===== src/rtl/datapath_ctrl.sv =====
`default_nettype none
// ============================================================================
//  Module   : datapath_ctrl
//  Brief    : Command sequencer for the register-file / dual-ALU datapath.
//             One accepted command expands into rpt+1 READ/EXEC cycle pairs,
//             followed by a single-cycle DONE pulse.
//  Revision : 1.0 - initial release
// ============================================================================
module datapath_ctrl (
    input  logic       CLK,
    input  logic       RST,
    input  logic       start,
    input  logic [1:0] cmd,
    input  logic [3:0] dst,
    input  logic [3:0] srcA,
    input  logic [3:0] srcB,
    input  logic [3:0] fn,
    input  logic [3:0] rpt,
    output logic       busy,
    output logic       done,
    output logic       IE,
    output logic [3:0] WAA,
    output logic       WEA,
    output logic [3:0] WAB,
    output logic       WEB,
    output logic [3:0] RAA,
    output logic       REA,
    output logic [3:0] RAB,
    output logic       REB,
    output logic [3:0] S_ALU1,
    output logic [3:0] S_ALU2,
    output logic       OE
);

    localparam logic [1:0] ST_IDLE = 2'd0;
    localparam logic [1:0] ST_READ = 2'd1;
    localparam logic [1:0] ST_EXEC = 2'd2;
    localparam logic [1:0] ST_DONE = 2'd3;

    localparam logic [1:0] CMD_LOAD  = 2'b00;
    localparam logic [1:0] CMD_ALU   = 2'b01;
    localparam logic [1:0] CMD_UNARY = 2'b10;
    localparam logic [1:0] CMD_OUT   = 2'b11;

    logic [1:0] r_state;
    logic [1:0] r_cmd;
    logic [3:0] r_dst;
    logic [3:0] r_src_a;
    logic [3:0] r_src_b;
    logic [3:0] r_fn;
    logic [3:0] r_cnt;

    logic [1:0] w_next_state;
    logic [1:0] w_cmd;
    logic [3:0] w_dst;
    logic [3:0] w_src_a;
    logic [3:0] w_src_b;
    logic [3:0] w_fn;
    logic [3:0] w_cnt;

    logic       w_busy;
    logic       w_done;
    logic       w_ie;
    logic [3:0] w_waa;
    logic       w_wea;
    logic [3:0] w_wab;
    logic       w_web;
    logic [3:0] w_raa;
    logic       w_rea;
    logic [3:0] w_rab;
    logic       w_reb;
    logic [3:0] w_s_alu1;
    logic [3:0] w_s_alu2;
    logic       w_oe;
    logic       w_exec;

    // State register plus the command fields captured at acceptance
    always_ff @(posedge CLK or posedge RST) begin
        if (RST) begin
            r_state <= ST_IDLE;
            r_cmd   <= 2'd0;
            r_dst   <= 4'd0;
            r_src_a <= 4'd0;
            r_src_b <= 4'd0;
            r_fn    <= 4'd0;
            r_cnt   <= 4'd0;
        end else begin
            r_state <= w_next_state;
            r_cmd   <= w_cmd;
            r_dst   <= w_dst;
            r_src_a <= w_src_a;
            r_src_b <= w_src_b;
            r_fn    <= w_fn;
            r_cnt   <= w_cnt;
        end
    end

    // Next state; fields are only loaded from the ports when IDLE accepts
    always_comb begin
        w_next_state = r_state;
        w_cmd        = r_cmd;
        w_dst        = r_dst;
        w_src_a      = r_src_a;
        w_src_b      = r_src_b;
        w_fn         = r_fn;
        w_cnt        = r_cnt;
        case (r_state)
            ST_IDLE: begin
                if (start) begin
                    w_next_state = ST_READ;
                    w_cmd        = cmd;
                    w_dst        = dst;
                    w_src_a      = srcA;
                    w_src_b      = srcB;
                    w_fn         = fn;
                    w_cnt        = rpt;
                end
            end
            ST_READ: w_next_state = ST_EXEC;
            ST_EXEC: begin
                if (r_cnt != 4'd0) begin
                    w_cnt        = r_cnt - 4'd1;
                    w_next_state = ST_READ;
                end else begin
                    w_next_state = ST_DONE;
                end
            end
            default: w_next_state = ST_IDLE;
        endcase
    end

    // Output decode from the upcoming state so the registered outputs
    // line up with the state they describe
    always_comb begin
        w_busy   = (w_next_state == ST_READ) || (w_next_state == ST_EXEC);
        w_done   = (w_next_state == ST_DONE);
        w_exec   = (w_next_state == ST_EXEC);
        w_ie     = 1'b0;
        w_waa    = 4'd0;
        w_wea    = 1'b0;
        w_wab    = 4'd0;
        w_web    = 1'b0;
        w_raa    = 4'd0;
        w_rea    = 1'b0;
        w_rab    = 4'd0;
        w_reb    = 1'b0;
        w_s_alu1 = 4'd0;
        w_s_alu2 = 4'd0;
        w_oe     = 1'b0;
        if (w_busy) begin
            case (w_cmd)
                CMD_LOAD: begin
                    w_ie  = 1'b1;
                    w_wab = w_dst;
                    w_web = w_exec;
                end
                CMD_ALU: begin
                    w_raa    = w_src_a;
                    w_rab    = w_src_b;
                    w_rea    = 1'b1;
                    w_reb    = 1'b1;
                    w_s_alu1 = w_fn;
                    w_waa    = w_dst;
                    w_wea    = w_exec;
                end
                CMD_UNARY: begin
                    w_rab    = w_src_b;
                    w_reb    = 1'b1;
                    w_s_alu2 = w_fn;
                    w_wab    = w_dst;
                    w_web    = w_exec;
                end
                CMD_OUT: begin
                    w_raa    = w_src_a;
                    w_rab    = w_src_b;
                    w_rea    = 1'b1;
                    w_reb    = 1'b1;
                    w_s_alu1 = w_fn;
                    w_oe     = w_exec;
                end
                default: ;
            endcase
        end
    end

    // Output registers; reset clears every control line without a clock
    always_ff @(posedge CLK or posedge RST) begin
        if (RST) begin
            busy   <= 1'b0;
            done   <= 1'b0;
            IE     <= 1'b0;
            WAA    <= 4'd0;
            WEA    <= 1'b0;
            WAB    <= 4'd0;
            WEB    <= 1'b0;
            RAA    <= 4'd0;
            REA    <= 1'b0;
            RAB    <= 4'd0;
            REB    <= 1'b0;
            S_ALU1 <= 4'd0;
            S_ALU2 <= 4'd0;
            OE     <= 1'b0;
        end else begin
            busy   <= w_busy;
            done   <= w_done;
            IE     <= w_ie;
            WAA    <= w_waa;
            WEA    <= w_wea;
            WAB    <= w_wab;
            WEB    <= w_web;
            RAA    <= w_raa;
            REA    <= w_rea;
            RAB    <= w_rab;
            REB    <= w_reb;
            S_ALU1 <= w_s_alu1;
            S_ALU2 <= w_s_alu2;
            OE     <= w_oe;
        end
    end

endmodule
`default_nettype wire


===== config.mk =====
export PLATFORM = sky130hd
export DESIGN_NAME = datapath_ctrl
export DESIGN_NICKNAME = d
export VERILOG_FILES = /design/src/rtl/datapath_ctrl.sv
export SDC_FILE = /design/constraint.sdc
export NUM_CORES = 1
export LEC_CHECK = 0
export BUFFER_PORTS_ARGS = -buffer_cell sky130_fd_sc_hd__buf_2
export CORE_MARGIN = 2
export CORE_UTILIZATION = 45
export CTS_BUF_LIST = sky130_fd_sc_hd__clkbuf_8
export CTS_CLUSTER_SIZE = 30
export DETAILED_ROUTE_END_ITERATION = 8
export GPL_ROUTABILITY_DRIVEN = 0
export GPL_TIMING_DRIVEN = 1
export PLACE_DENSITY = 0.69
export SLEW_MARGIN = 20
export SYNTH_ARGS = -nofsm -noshare
export SYNTH_HDL_FRONTEND = slang
export SYNTH_SLANG_ARGS = --single-unit

===== constraint.sdc =====
create_clock -name CLK -period 2.8 [get_ports CLK]
set_input_delay 0.84 -clock CLK [delete_from_list [all_inputs] [get_ports CLK]]
set_output_delay 0.84 -clock CLK [all_outputs]
set_load 0.01 [all_outputs]

**Word-level counts from Yosys, hierarchy flattened**

Cells that the tools add are included.
Widths: inputs -> output; s select.

- Input port bits: 25
- Output and inout bits: 32
- Register bits after elaboration: 56

- Reductions and logical operators: 9
- Multiplexer cells: 40
- Add/subtract/negate cells: 1
- Equal/unequal tests: 10

Operators by type and width:

| kind | count |
|---|---|
| $mux 4 | 22 |
| $mux 1 | 12 |
| $eq 2x2->1 const B | 5 |
| $mux 2 | 4 |
| $pmux 4 s2 | 1 |
| $eq 2x1->1 const B | 3 |
| $pmux 2 s3 | 1 |
| $logic_not 2->1 | 2 |
| $ne 2x2->1 const B | 2 |
| $reduce_bool 4->1 | 1 |
| $reduce_or 2->1 | 2 |
| $sub 4x1->4 const B | 1 |
| $reduce_and 3->1 | 1 |
| $reduce_or 3->1 | 1 |
| $reduce_bool 2->1 | 1 |
| $logic_or 1x1->1 | 1 |

**Logic depth before layout (Yosys ltp)**

- Word-level depth: 6
- Mapped depth: 9
- Mapped depth without buffers: 9

**Worst setup path after synthesis**

Ideal clock, no wire load.

- Path type: input port to flip-flop
- Start: in start
- End: reg S_ALU2[0]
- Data arrival time: 1.891 ns
- Slack: 0.788 ns
- Stages on the path: 5
- Path through: o21bai_1 -> inv_1 -> ha_1 -> and4b_4 -> a22o_1

- Word-level cells in the longest chain between the ends: 5
- Elaborated cells between the ends (all ways): 12
- Those cells by class: eq/ne: 3; mux: 8; reduce/logical: 1

Ends and longest elaborated chain:

| what | line | RTL |
|---|---|---|
| start, declared | 12 | `input logic start,` |
| $mux 2 * | 109 | `if (start) begin` |
| $pmux 2 s3 * | 107 | `case (r_state)` |
| net w_next_state[0] | 53 | `logic [1:0] w_next_state;` |
| $eq 2x1->1 / $eq 2x2->1 (equally long branches) | 135 | `w_busy = (w_next_state == ST_READ) \|\| (w_next_state == ST_EXEC);` |
| $logic_or 1x1->1 * | 135 |  |
| net w_busy | 61 | `logic w_busy;` |
| $mux 4 * | 150 | `if (w_busy) begin` |
| net w_s_alu2[0] | 73 | `logic [3:0] w_s_alu2;` |
| end signal, assigned | 216 | `S_ALU2 <= w_s_alu2;` |
| end, declared | 31 | `output logic [3:0] S_ALU2,` |

The timed path passes the listed nets; every way through them passes the cells marked *.
A chain may end at the register's enable or synchronous reset.

**Final worst setup path**

- Start: reg r_cnt[0]
- End: reg WAA[2]

- Word-level cells in the longest chain between the ends: 6
- Elaborated cells between the ends (all ways): 7
- Those cells by class: eq/ne: 2; mux: 3; reduce/logical: 2

Ends and longest elaborated chain:

| what | line | RTL |
|---|---|---|
| start, declared | 51 | `logic [3:0] r_cnt;` |
| start signal, assigned | 94 | `r_cnt <= w_cnt;` |
| $reduce_bool 4->1 * | 121 | `if (r_cnt != 4'd0) begin` |
| $mux 2 * | 121 |  |
| $pmux 2 s3 * | 107 |  |
| net w_next_state[1] | 53 |  |
| $eq 2x1->1 / $eq 2x2->1 (equally long branches) | 135 |  |
| $logic_or 1x1->1 * | 135 |  |
| net w_busy | 61 |  |
| $mux 4 * | 150 |  |
| net w_waa[2] | 64 | `logic [3:0] w_waa;` |
| end signal, assigned | 207 | `WAA <= w_waa;` |
| end, declared | 22 | `output logic [3:0] WAA,` |

Marks and branches as above.

==> qor.yml <==
cp_data_arrival_time_ns: 2.51
final_cells: 321
whs_ns: 0.4892
syn-num-nets: 216
grt_util_all_layers_pct: 17.54
p_leak_nw: 1.475
grt_max_degree: 35
port_buffers: 56
synthesis.area_mm2: 0.002308
postSynthCellCount: 188
cts_inserted_buffers: 5
fin_nets: 278
finalCritPeriodShare_pct: 82.50
fill_cells: 456
grt_pass1_wl_um: 7431
ys_types: 39
cts.sinks: 56
die_w_um: 75.63
powerDensity_mw_per_mm2: 1094
clockBufferDepth: 2
die_y_um: 75.63
ios: 57
synth-edff-count: 0
via_count: 1594
clock-root-buffer: "clkbuf_8"
worstSkewPairLatency_ns: 0.30
drcViolationCount: 0
path_class: "reg2reg"
synth_seq_cells: 56
grt_setup_unrepaired: "false"
seq_area_frac_synth_pct: 60.70
grt-ovfl-total: 0
hold_violations: 0
fin_skew_ns: 0.008140
postLayoutCellArea_mm2: 0.002799
mostFrequentLayoutCells: "56 x dfrtp_1, 56 x buf_2, 27 x nand2_1"
hold_path.class: "reg2reg"
endpoint_kind: "flop"
diodes: 0
initial_core_util_pct: 45.78
grt_pass1_vias: 1565
cts_tree: "done"
status: "completed"
viasPerCell: 4.966
vdd_drop_max_mv: 0.5996
maxCapViolCount: 0
ctsHoldBuffers: 0
drive_above_1_share_pct: 34.66
ys_warn_count: 0
final.setup.tns_ns: 0
drv_slew: 0
slew_headroom_pct: 55.05
max_freq_ghz: 0.4329
dp_cells: 313
coreArea_mm2: 0.005042
setup_viol: 0
postCtsSetupBuffers: 0
drtAntennaViolNets: 0
layout_setup_ws_ns: 0.4900
synth_ff_type: "dfrtp_1"
avgSynthCellArea_um2: 12.28
worst_slew_pin_slew_ns: 0.6732
num_rows: 26
fin_util_pct: 55.51
rrSetupSlack_ns: 0.49
drtIter0Drc: 97
dp_hpwl_um: 3285
cp-start-kind: "flop"
grt_antenna_before_repair: 0
path_max_fanout: 11
clk_pin_slew_ns: 0.09
h-tree-depth: 2
wl_um: 4497
cts_resized: 0
drt_pass1_iterations: 4
place_area_mm2: 0.002691
dieArea_mm2: 0.005719
period_needed_ns: 2.310
crit_required_ns: 3.00
post-place-ws_ns: 0.3782
finalPower_mw: 3.061
async_flop_share_pct: 100.0
wl_per_cell_um: 14.01
area_growth_pct: 21.25
==> power by group <==
| part | internal, mW | switching, mW |
|---|---|---|
| clock | 0.262 | 0.243 |
| sequential | 1.15 | 0.183 |
| combinational | 0.591 | 0.632 |
==> cell usage after synthesis (4+ instances only) <==
cell type | number | area (µm²)
nand3_1 | 8 | 40.04
buf_2 | 4 | 20.02
a21boi_0 | 8 | 60.06
a22o_1 | 8 | 70.07
nor3b_1 | 4 | 30.03
nand2_1 | 27 | 101.4
mux2_2 | 8 | 90.09
inv_1 | 6 | 22.52
dfrtp_1 | 56 | 1401
nand3b_1 | 9 | 67.56
and3b_1 | 8 | 70.07
==> path summary, 6_finish.rpt <==
| kind | from | to | cells past startpoint |
|---|---|---|---|
| min in group asynchronous | RST | REB | 2 |
| hold / removal | r_src_b[1] | r_src_b[1] | 2 |
| max in group asynchronous | RST | RAB[3] | 3 |
| setup / recovery | r_cnt[0] | WAA[2] | 9 |
| hold reg to reg | r_src_b[1] | r_src_b[1] | 2 |
| setup reg to reg | r_cnt[0] | WAA[2] | 9 |
==> state kept, by name, summed over array words and instances, names as in the netlist <==
register  count
r_src_b       4
S_ALU1        4
REA           1
OE            1
IE            1
WEA           1
busy          1
WAB           4
WAA           4
r_cnt         4
r_state       2
WEB           1
RAB           4
RAA           4
r_dst         4
r_fn          4
r_cmd         2
r_src_a       4
done          1
S_ALU2        4
REB           1
==> per-layer routing <==
layer / vias up / track usage (%) / share of wire (%)
li1: 774 / - / -
met1: 765 / 22.45 / 45
met2: 46 / 28.21 / 47
met3: 9 / 5.026 / 5.7
met4: 0 / 7.018 / 2.2
met5: - / 0 / 0
==> cell type report <==
type / instances / area, µm² / area share (%)
well taps: 70 / 87.58 / 3.129
repair buffers: 64 / 340.3 / 12.16
clock inverters: 3 / 38.79 / 1.386
flip-flops and latches: 56 / 1401 / 50.07
clock buffers: 5 / 68.82 / 2.459
inverters: 6 / 22.52 / 0.8047
multi-input cells: 117 / 839.6 / 30.00
==> cell families (layout without fill, tap and decap cells) <==
| group | Yosys count | in the layout | synth area share (%) |
|---|---|---|---|
| fa+ha+maj | 3 | 3 | 1.626 |
| compound gates | 28 | 28 | 9.215 |
| buf+inv | 15 | 78 | 3.198 |
| mux | 11 | 11 | 5.420 |
| simple gates | 75 | 75 | 19.84 |
| flops | 56 | 56 | 60.70 |
==> critical path, stage by stage (launching register included) <==
cell and delay (ns):
dfrtp_1 0.41, inv_1 0.09, ha_1 0.14, nor3b_1 0.32, inv_1 0.07, o21ai_0 0.21, ha_1 0.36, buf_4 0.21
and4b_1 0.22, a22o_1 0.19
(Power assumes the default switching activity.)
